**src/rtl/wall_pkg.sv**
```systemverilog
// Shared types and constants for the wall spawner.
// Holds the FSM state encoding, the default screen/grid geometry with its
// derived cell counts, and the default 16-bit Galois tap polynomial.
package wall_pkg;

  typedef enum logic [2:0] {
    ST_INIT,
    ST_DRAW_X,
    ST_DRAW_Y,
    ST_CHECK,
    ST_WRITE,
    ST_IDLE
  } wall_state_e;

  localparam int DEF_SCREEN_W = 640;
  localparam int DEF_SCREEN_H = 480;
  localparam int DEF_GRID     = 16;

  localparam int CELLS_X = DEF_SCREEN_W / DEF_GRID;
  localparam int CELLS_Y = DEF_SCREEN_H / DEF_GRID;

  localparam logic [15:0] LFSR_TAPS_16 = 16'hB400;

  // Number of LFSR bits needed to address every grid cell along one axis.
  function automatic int cell_bits(input int extent, input int grid);
    return $clog2(extent / grid);
  endfunction

  localparam int CELL_W = cell_bits(DEF_SCREEN_W, DEF_GRID);

endpackage

```
**src/rtl/wall_lfsr.sv**
```systemverilog
// Free-running Galois LFSR shared by all wall slots.
// Shifts right every cycle and XORs the tap mask in when the bit shifted
// out is one. Only the low OUT_W bits are exported.
module wall_lfsr #(
  parameter int                 WIDTH = 16,
  parameter logic [WIDTH-1:0]   SEED  = 16'hACE1,
  parameter logic [WIDTH-1:0]   TAPS  = 16'hB400,
  parameter int                 OUT_W = 6
) (
  input  logic             pixel_clk,
  input  logic             reset_n,
  output logic [OUT_W-1:0] value
);

  logic [WIDTH-1:0] state_q;

  // Advance one step per clock; never stalls.
  always_ff @(posedge pixel_clk or negedge reset_n) begin
    if (!reset_n) begin
      state_q <= SEED;
    end else begin
      state_q <= (state_q >> 1) ^ (state_q[0] ? TAPS : '0);
    end
  end

  assign value = state_q[OUT_W-1:0];

endmodule

```
**src/rtl/wall_spawner.sv**
```systemverilog
// Wall spawner: fills NUM_WALLS slots with grid-aligned random positions
// that avoid a player keep-out square, and re-places single slots on request.
// Optional feature macro: WALL_SPAWN_DUP_CHECK_EN also rejects a candidate
// that lands on another valid wall.
// Range rejections found while drawing are deferred to CHECK, so every
// rejected draw costs exactly one DRAW_X/DRAW_Y/CHECK round trip.
module wall_spawner
  import wall_pkg::*;
#(
  parameter int                NUM_WALLS = 4,
  parameter int                COORD_W   = 11,
  parameter int                SCREEN_W  = 640,
  parameter int                SCREEN_H  = 480,
  parameter int                GRID      = 16,
  parameter int                LFSR_W    = 16,
  parameter logic [LFSR_W-1:0] SEED      = 16'hACE1,
  parameter int                MAX_TRIES = 15
) (
  input  logic                         pixel_clk,
  input  logic                         reset_n,
  input  logic                         respawn_req,
  input  logic [3:0]                   respawn_idx,
  output logic                         respawn_ack,
  input  logic [COORD_W-1:0]           keepout_x,
  input  logic [COORD_W-1:0]           keepout_y,
  input  logic [COORD_W-1:0]           keepout_sz,
  output logic [NUM_WALLS*COORD_W-1:0] wall_x,
  output logic [NUM_WALLS*COORD_W-1:0] wall_y,
  output logic [NUM_WALLS-1:0]         wall_valid,
  output logic                         all_placed,
  output logic                         place_fail
);

  localparam int NCELL_X = SCREEN_W / GRID;
  localparam int NCELL_Y = SCREEN_H / GRID;
  localparam int CW      = cell_bits(SCREEN_W, GRID);
  localparam int GRID_SH = $clog2(GRID);
  localparam int TRY_W   = $clog2(MAX_TRIES + 1);

  localparam logic [CW:0]        NCELL_X_V = (CW+1)'(NCELL_X);
  localparam logic [CW:0]        NCELL_Y_V = (CW+1)'(NCELL_Y);
  localparam logic [4:0]         NUM_V     = 5'(NUM_WALLS);
  localparam logic [3:0]         LAST_SLOT = 4'(NUM_WALLS - 1);
  localparam logic [TRY_W-1:0]   LAST_TRY  = TRY_W'(MAX_TRIES - 1);
  localparam logic [COORD_W:0]   GRID_V    = (COORD_W+1)'(GRID);
  localparam logic [LFSR_W-1:0]  TAPS      = LFSR_W'(LFSR_TAPS_16);

  wall_state_e        state_q, state_d;
  logic [3:0]         slot_q;
  logic [TRY_W-1:0]   tries_q;
  logic [CW-1:0]      cand_x_q, cand_y_q;
  logic               x_bad_q, y_bad_q, give_up_q, ack_inv_q;
  logic [CW-1:0]      draw;
  logic [COORD_W-1:0] cand_px, cand_py;
  logic [COORD_W:0]   ko_x_end, ko_y_end, cell_x_end, cell_y_end;
  logic               in_keepout, dup_hit, reject, last_try, idx_ok, req_seen;

  wall_lfsr #(
    .WIDTH (LFSR_W),
    .SEED  (SEED),
    .TAPS  (TAPS),
    .OUT_W (CW)
  ) u_lfsr (
    .pixel_clk (pixel_clk),
    .reset_n   (reset_n),
    .value     (draw)
  );

  assign cand_px = COORD_W'(cand_x_q) << GRID_SH;
  assign cand_py = COORD_W'(cand_y_q) << GRID_SH;

  // Keep-out overlap test, one bit wider so the square's far edge never wraps.
  always_comb begin
    ko_x_end   = {1'b0, keepout_x} + {1'b0, keepout_sz};
    ko_y_end   = {1'b0, keepout_y} + {1'b0, keepout_sz};
    cell_x_end = {1'b0, cand_px} + GRID_V;
    cell_y_end = {1'b0, cand_py} + GRID_V;
    in_keepout = (keepout_sz != '0)
              && ({1'b0, cand_px} < ko_x_end) && ({1'b0, keepout_x} < cell_x_end)
              && ({1'b0, cand_py} < ko_y_end) && ({1'b0, keepout_y} < cell_y_end);
  end

`ifdef WALL_SPAWN_DUP_CHECK_EN
  // Flag a candidate that sits exactly on another slot's valid wall.
  always_comb begin
    dup_hit = 1'b0;
    for (int i = 0; i < NUM_WALLS; i++) begin
      if (wall_valid[i] && (4'(i) != slot_q)
          && (wall_x[i*COORD_W +: COORD_W] == cand_px)
          && (wall_y[i*COORD_W +: COORD_W] == cand_py)) begin
        dup_hit = 1'b1;
      end
    end
  end
`else
  assign dup_hit = 1'b0;
`endif

  assign reject   = x_bad_q || y_bad_q || in_keepout || dup_hit;
  assign last_try = (tries_q == LAST_TRY);
  assign idx_ok   = ({1'b0, respawn_idx} < NUM_V);
  assign req_seen = respawn_req && !ack_inv_q;

  // State register.
  always_ff @(posedge pixel_clk or negedge reset_n) begin
    if (!reset_n) begin
      state_q <= ST_INIT;
    end else begin
      state_q <= state_d;
    end
  end

  // Next-state decode; invalid-index requests are answered without leaving IDLE.
  always_comb begin
    state_d = state_q;
    case (state_q)
      ST_INIT:   state_d = ST_DRAW_X;
      ST_DRAW_X: state_d = ST_DRAW_Y;
      ST_DRAW_Y: state_d = ST_CHECK;
      ST_CHECK:  state_d = (reject && !last_try) ? ST_DRAW_X : ST_WRITE;
      ST_WRITE:  state_d = (all_placed || slot_q == LAST_SLOT) ? ST_IDLE : ST_DRAW_X;
      ST_IDLE:   if (req_seen && idx_ok) state_d = ST_DRAW_X;
      default:   state_d = ST_INIT;
    endcase
  end

  // Candidate capture, try counting, slot bookkeeping and wall table updates.
  always_ff @(posedge pixel_clk or negedge reset_n) begin
    if (!reset_n) begin
      slot_q     <= '0;
      tries_q    <= '0;
      cand_x_q   <= '0;
      cand_y_q   <= '0;
      x_bad_q    <= 1'b0;
      y_bad_q    <= 1'b0;
      give_up_q  <= 1'b0;
      ack_inv_q  <= 1'b0;
      wall_x     <= '0;
      wall_y     <= '0;
      wall_valid <= '0;
      all_placed <= 1'b0;
      place_fail <= 1'b0;
    end else begin
      ack_inv_q <= 1'b0;
      case (state_q)
        ST_INIT: begin
          slot_q    <= '0;
          tries_q   <= '0;
          give_up_q <= 1'b0;
        end
        ST_DRAW_X: begin
          cand_x_q <= draw;
          x_bad_q  <= ({1'b0, draw} >= NCELL_X_V);
        end
        ST_DRAW_Y: begin
          cand_y_q <= draw;
          y_bad_q  <= ({1'b0, draw} >= NCELL_Y_V);
        end
        ST_CHECK: begin
          if (reject) begin
            if (last_try) begin
              give_up_q <= 1'b1;
            end else begin
              tries_q <= tries_q + TRY_W'(1);
            end
          end
        end
        ST_WRITE: begin
          if (give_up_q) begin
            place_fail <= 1'b1;
          end else begin
            for (int i = 0; i < NUM_WALLS; i++) begin
              if (4'(i) == slot_q) begin
                wall_x[i*COORD_W +: COORD_W] <= cand_px;
                wall_y[i*COORD_W +: COORD_W] <= cand_py;
                wall_valid[i]                <= 1'b1;
              end
            end
          end
          tries_q   <= '0;
          give_up_q <= 1'b0;
          if (!all_placed) begin
            if (slot_q == LAST_SLOT) begin
              all_placed <= 1'b1;
            end else begin
              slot_q <= slot_q + 4'd1;
            end
          end
        end
        ST_IDLE: begin
          if (req_seen) begin
            if (idx_ok) begin
              slot_q  <= respawn_idx;
              tries_q <= '0;
              for (int i = 0; i < NUM_WALLS; i++) begin
                if (4'(i) == respawn_idx) wall_valid[i] <= 1'b0;
              end
            end else begin
              ack_inv_q <= 1'b1;
            end
          end
        end
        default: ;
      endcase
    end
  end

  assign respawn_ack = ack_inv_q || ((state_q == ST_WRITE) && all_placed);

endmodule

```
**config.mk**
```make
export PLATFORM = sky130hd
export DESIGN_NAME = wall_spawner
export DESIGN_NICKNAME = d
export VERILOG_FILES = /design/src/rtl/wall_pkg.sv /design/src/rtl/wall_lfsr.sv /design/src/rtl/wall_spawner.sv
export SDC_FILE = /design/constraint.sdc
export NUM_CORES = 1
export LEC_CHECK = 0
export ABC_AREA = 1
export ABC_CLOCK_PERIOD_IN_PS = 2600
export CORE_MARGIN = 1
export CORE_UTILIZATION = 30
export CTS_BUF_LIST = sky130_fd_sc_hd__clkbuf_4
export DETAILED_ROUTE_END_ITERATION = 7
export PLACE_DENSITY = 0.61
export SLEW_MARGIN = 20
export SYNTH_ARGS = -nofsm -noshare
export SYNTH_HDL_FRONTEND = slang
export SYNTH_SLANG_ARGS = --single-unit
```
**constraint.sdc**
```tcl
create_clock -name pixel_clk -period 2.6 [get_ports pixel_clk]
set_input_delay 0.65 -clock pixel_clk [delete_from_list [all_inputs] [get_ports pixel_clk]]
set_output_delay 0.65 -clock pixel_clk [all_outputs]
set_load 0.03 [all_outputs]
```
# Yosys cells after proc, flatten, opt, wreduce, memory -nomap -nowiden
# Index checks and enable logic that the tools add are counted.
# word_totals
register_bits	97
# classes
n_addsub	6
n_lt_le_gt_ge	7
eq_ne	30
muxes	35
bitwise_logic	2
n_reduce_logical	35
# ops
op	n
4-bit two-way mux	11
2-bit inequality test (second input constant)	17
11-bit by 11-bit adder with 12-bit output	2
10-bit by 12-bit < comparator with 1-bit output	2
4-bit one-hot mux with 3 select lines	2
6-bit AND reduction	4
10-bit by 5-bit adder with 11-bit output (second input constant)	2
11-bit < comparator	2
3-bit one-hot mux with 6 select lines	1
2-bit by 4-bit == test with 1-bit output (first input constant)	4
16-bit two-way mux	1
15-bit by 16-bit bitwise XOR with 16-bit output	1
1-bit two-way mux	15
3-bit AND reduction	5
11-bit nonzero test	1
5-bit AND reduction	2
3-bit two-way mux	3
4-bit by 1-bit adder with 4-bit output (second input constant)	2
1-bit by 4-bit == test with 1-bit output (first input constant)	2
1-bit logical AND	8
4-bit zero test	2
4-bit one-hot mux with 2 select lines	1
3-bit by 2-bit == test with 1-bit output (second input constant)	2
3-bit == test (second input constant)	2
other kinds (15)	21

# Logic depth before layout (Yosys ltp)
# depth
word_depth	10
ltp_mapped	21

# Cells and area by module
# A second synthesis with hierarchy kept.
# hier_totals
cells_unflattened	738
hier_area_um2	6167.2
# by_module_without_submodules
mod	instances	cells_each	area_each_um2
wall_spawner	1	703	5662.9
wall_lfsr	1	35	504.2

# Worst setup path after synthesis
# No wires, ideal clock.
# synth_timing
path_kind	input -> register
from	input keepout_y[2]
to	register tries_q[0]
setup_ns	0.117
arrival_ns	2.775
slack_ns	-0.292
stages	19
n_path_buf	0
cell_sequence	ha_1 -> a21oi_1 -> nand2_1 -> a21oi_1 -> o21bai_1 -> xnor2_1 -> ha_1 -> a21oi_1 -> nor2_1 -> nor3_1 -> nand2_1 -> nand2_1 -> nand2_1 -> nand2_1 -> nand3_1 -> nand3_2 -> nand3_2 -> nand2_1 -> nand2_1
# synth_between
elab_chain_len	7
word_cells_on_any_way	8
cone_classes	1 x add/sub; 2 x order compare; 1 x eq/ne; 4 x reduce/logical
# synth_lines
item	line	text
from (decl)	wall_spawner.sv:25	input logic [COORD_W-1:0] keepout_y,
11-bit by 11-bit adder with 12-bit output	wall_spawner.sv:75	ko_y_end = {1'b0, keepout_y} + {1'b0, keepout_sz};
10-bit by 12-bit < comparator with 1-bit output	wall_spawner.sv:80	&& ({1'b0, cand_py} < ko_y_end) && ({1'b0, keepout_y} < cell_y_end);
1-bit logical AND	wall_spawner.sv:80	
1-bit logical AND (*)	wall_spawner.sv:80	
1-bit logical OR (*)	wall_spawner.sv:99	assign reject = x_bad_q || y_bad_q || in_keepout || dup_hit;
2-bit inequality test (no line) (*)	--	
5-bit AND reduction (no line) (*)	--	
to (signal assigned)	wall_spawner.sv:164	tries_q <= tries_q + TRY_W'(1);
to (decl)	wall_spawner.sv:50	logic [TRY_W-1:0] tries_q;
# Every way passes the cells marked *; elsewhere a longest branch is shown, timed or not.
# A chain may end at the register's enable or synchronous reset.

# Final worst setup path
# layout_timing
from	input keepout_sz[5]
to	register tries_q[0]
# layout_between
elab_chain_len	9
word_cells_on_any_way	12
cone_classes	2 x add/sub; 2 x order compare; 1 x eq/ne; 7 x reduce/logical
# layout_lines
item	line	text
from (decl)	wall_spawner.sv:26	input logic [COORD_W-1:0] keepout_sz,
11-bit by 11-bit adder with 12-bit output	wall_spawner.sv:74	ko_x_end = {1'b0, keepout_x} + {1'b0, keepout_sz};
10-bit by 12-bit < comparator with 1-bit output	wall_spawner.sv:79	&& ({1'b0, cand_px} < ko_x_end) && ({1'b0, keepout_x} < cell_x_end)
1-bit logical AND (2 in series)	wall_spawner.sv:79	
1-bit logical AND (*) (2 in series)	wall_spawner.sv:80	
1-bit logical OR (*)	wall_spawner.sv:99	
2-bit inequality test (no line) (*)	--	
5-bit AND reduction (no line) (*)	--	
# Marks and branches as above.

==> results.cfg <==
[status]
status = complete, but fails checks
violations = setup timing

[sta]
period_minus_slack_ns = 2.62
final-hold-violation-count = 0
maxSlewViolCount = 0
rsz0062_at_grt = true
fmax_mhz = 381
worst_slew_pin_slew_ns = 0.702
relSlewSlack_pct = 53.1
fin_tns_setup_ns = -0.0320
period_share_pct = 101
finClkSkew_ns = 0.0175
fin_ws_ns = -0.0218
setup_viol_count_final = 3

[placed_design]
hpwlAfterDp_mm = 12.0
postPlaceCellArea_um2 = 7750
preCtsSetupSlack_ns = -1.04
gp_congestion = 0.881
port-buffer-count = 94
dpl.cell_count = 1129

[global_route]
grt_overflow = 0
track_usage_pct = 15.6
grt_pass1_wl_mm = 24.7
grt_pass1_vias = 4846
antenna_found_initial = 0
grt_max_degree = 37

[route]
drt_first_pass_iters = 4
vias = 5055
initialDrtViolationCount = 233
drc_errors = 0
ant_nets = 0
vias_per_cell = 4.37
wl_per_cell_um = 13.5
drt-total-wl_mm = 15.6

[clock_network]
clk_latency_ns = 0.46
cts_tree = done
clockBufferDepth = 2
cts_hold_buffers = 0
cts_buffers = 9
cts_root_buf = clkbuf_4
htreeDepth = 3
clk_pin_slew_worst_paths_ns = 0.15
cts_num_sinks = 97

[setup_path]
critPathMaxFanout = 6
cp-start-kind = input pin
reg2reg_from = cand_x_q[0]$_DFFE_PN0P_
r2r-end = tries_q[0]$_DFFE_PN0P_
r2r_cells = 16
worstSetupPathType = input pin to flop
r2r_slack_ns = 0.14
worstSetupEndpointType = flop
worstPathArrival_ns = 3.02
required_ns = 3.00

[die]
die_y_um = 144
rows = 51
core-area_um2 = 19600
initial_core_util_pct = 30.7
die_x_um = 144
boundaryPins = 135
die_area_um2 = 20600

[pwr]
leakage_nw = 3.92
power.total_mw = 5.31
peakVddDrop_v = 0.000477
power_density_nw_per_um2 = 643

[yosys]
postSynthAreaPerCell_um2 = 8.46
netlist_area_um2 = 6020
netlist_instances = 712
ys_seq_area_share_pct = 40.5
ys_seq_elements = 97
ys_warn_count = 0
synth_cell_type_count = 45

[min_path]
min_path_type = input pin to async pin

[layout]
layout-drive-gt1-share_pct = 24.7
diodes = 0
stdcell_count = 1158
area_delta_synth_final_pct = 37.2
fin_area_um2 = 8260
nNetsFinal = 984

[run]
maxCapViolations = 0
[cell type report]
| cell class | count | area (um2) |
|---|---|---|
| clock buffer | 10 | 75.1 |
| clock inverter | 6 | 65.1 |
| fill | 1970 | 11300 |
| inverter | 74 | 280 |
| multi-input combinational | 528 | 3560 |
| sequential | 97 | 2440 |
| tap | 265 | 332 |
| timing repair buffer | 178 | 1510 |
[worst max-delay path: stages]
cell and delay, ns:
clkbuf_4 0.15, ha_4 0.31, nand2_4 0.07, nor3_4 0.19, a21oi_2 0.09, xor2_1 0.15
ha_1 0.30, nand2_1 0.07, nand3b_1 0.15, nor2_1 0.11, nand3_1 0.08, nand2_1 0.07
nand2_1 0.05, nand2_1 0.06, nand2_2 0.07, nand3_4 0.11, nand3_4 0.10, nand3_4 0.11
nand2_1 0.06, nand2_1 0.06
[layout by cell type, fill, tap and decap left out, drive strengths merged, types with 3 or more instances in the layout]
| master | count |
|---|---|
| o21ai | 50 |
| xor2 | 23 |
| conb | 40 |
| nand3 | 29 |
| nand4 | 8 |
| nor3 | 9 |
| a31oi | 3 |
| buf | 101 |
| inv | 76 |
| ha | 54 |
| dfstp | 8 |
| clkdlybuf4s50 | 67 |
| xnor2 | 4 |
| nor2 | 81 |
| nand2 | 149 |
| dfrtp | 89 |
| a21oi | 56 |
| clkbuf | 14 |
| o21bai | 5 |
[report_power, final]
| group | total (mW) | internal [mW] | switching (mW) | leakage, nW |
|---|---|---|---|---|
| Sequential | 1.95 | 1.76 | 0.191 | 1.28 |
| Clock | 0.816 | 0.308 | 0.508 | 0.0772 |
| Combinational | 2.55 | 1.02 | 1.52 | 2.56 |
| Total | 5.31 | 3.09 | 2.22 | 3.92 |
[Yosys cell counts (all sizes together)]
cell       n  area, um2
a2111oi    2       55.1
a211oi     1       7.51
a21boi     1       7.51
a21o       1       7.51
a21oi     56        288
a22o       1       8.76
a31oi      3       18.8
buf       47        350
clkbuf     5       18.8
conb       1       3.75
dfrtp     89       2230
dfstp      8        210
fa         2       40.0
ha        54        676
inv       74        280
mux2       1       11.3
mux2i      1       10.0
nand2    149        562
nand3     29        173
nand3b     2       15.0
nand4      8       50.1
nor2      81        377
nor3       9       56.3
nor3b      1       7.51
o211a      1       10.0
o211ai     1       7.51
o21a       1       7.51
o21ai     50        250
o21bai     5       37.5
o22ai      1       12.5
xnor2      4       35.0
xor2      23        201
[how the worst max path moves through the flow]
stage	start	endpoint	slack, ns	cells past startpoint
2_1_floorplan	keepout_y[2]	tries_q[0]$_DFFE_PN0P_	-0.13	19
3_3_place_gp	keepout_sz[2]	tries_q[3]$_DFFE_PN0P_	-0.97	20
3_5_place_dp	keepout_sz[2]	give_up_q$_DFFE_PN0P_	-1.04	19
4_1_cts	keepout_x[5]	tries_q[0]$_DFFE_PN0P_	0.001	22
5_1_grt	keepout_sz[5]	tries_q[0]$_DFFE_PN0P_	-0.17	20
6_report	keepout_sz[5]	tries_q[0]$_DFFE_PN0P_	-0.02	20
[sequential cells by signal, summed over array words and instances, names as in the netlist]
register / flops
wall_y: 24
ack_inv_q: 1
y_bad_q: 1
wall_valid: 4
x_bad_q: 1
cand_y_q: 6
place_fail: 1
cand_x_q: 6
all_placed: 1
tries_q: 4
state_q: 3
u_lfsr.state_q: 16
wall_x: 24
give_up_q: 1
slot_q: 4
[layer usage]
metal / track usage [%] / up-vias / part of all wire, %
met5: 0 / - / 0
met4: 3.58 / 0 / 1.5
met3: 2.77 / 19 / 3.5
met2: 26.0 / 107 / 47
met1: 21.0 / 2337 / 48
li1: - / 2592 / -
[what timing repair did]
item	CTS	global route
gates resized for setup	130	43
setup endpoints to repair	8	8
pin swaps	54	46
buffers inserted	11	2
hold endpoints to repair	0	0
[metrics by stage]
stage / hold slack, ns / utilization [%]
after floorplan: 0.331 / -
after global routing: 0.116 / 42.2
after CTS: 0.107 / 41.5
final: 0.130 / 42.2
after global placement: 0.336 / 39.6
after detailed placement: 0.338 / 39.6
[cells by family after synthesis]
logic type      count (synthesis)  share of synthesized area (%)
compound gates                124                           11.9
other cells                     1                         0.0623
simple gates                  279                           20.6
flops                          97                           40.5
mux                             2                          0.353
xor+xnor                       27                           3.93
fa+ha+maj                      56                           11.9
buf+inv                       126                           10.8
No activity file was read; power rests on OpenSTA's default activity.
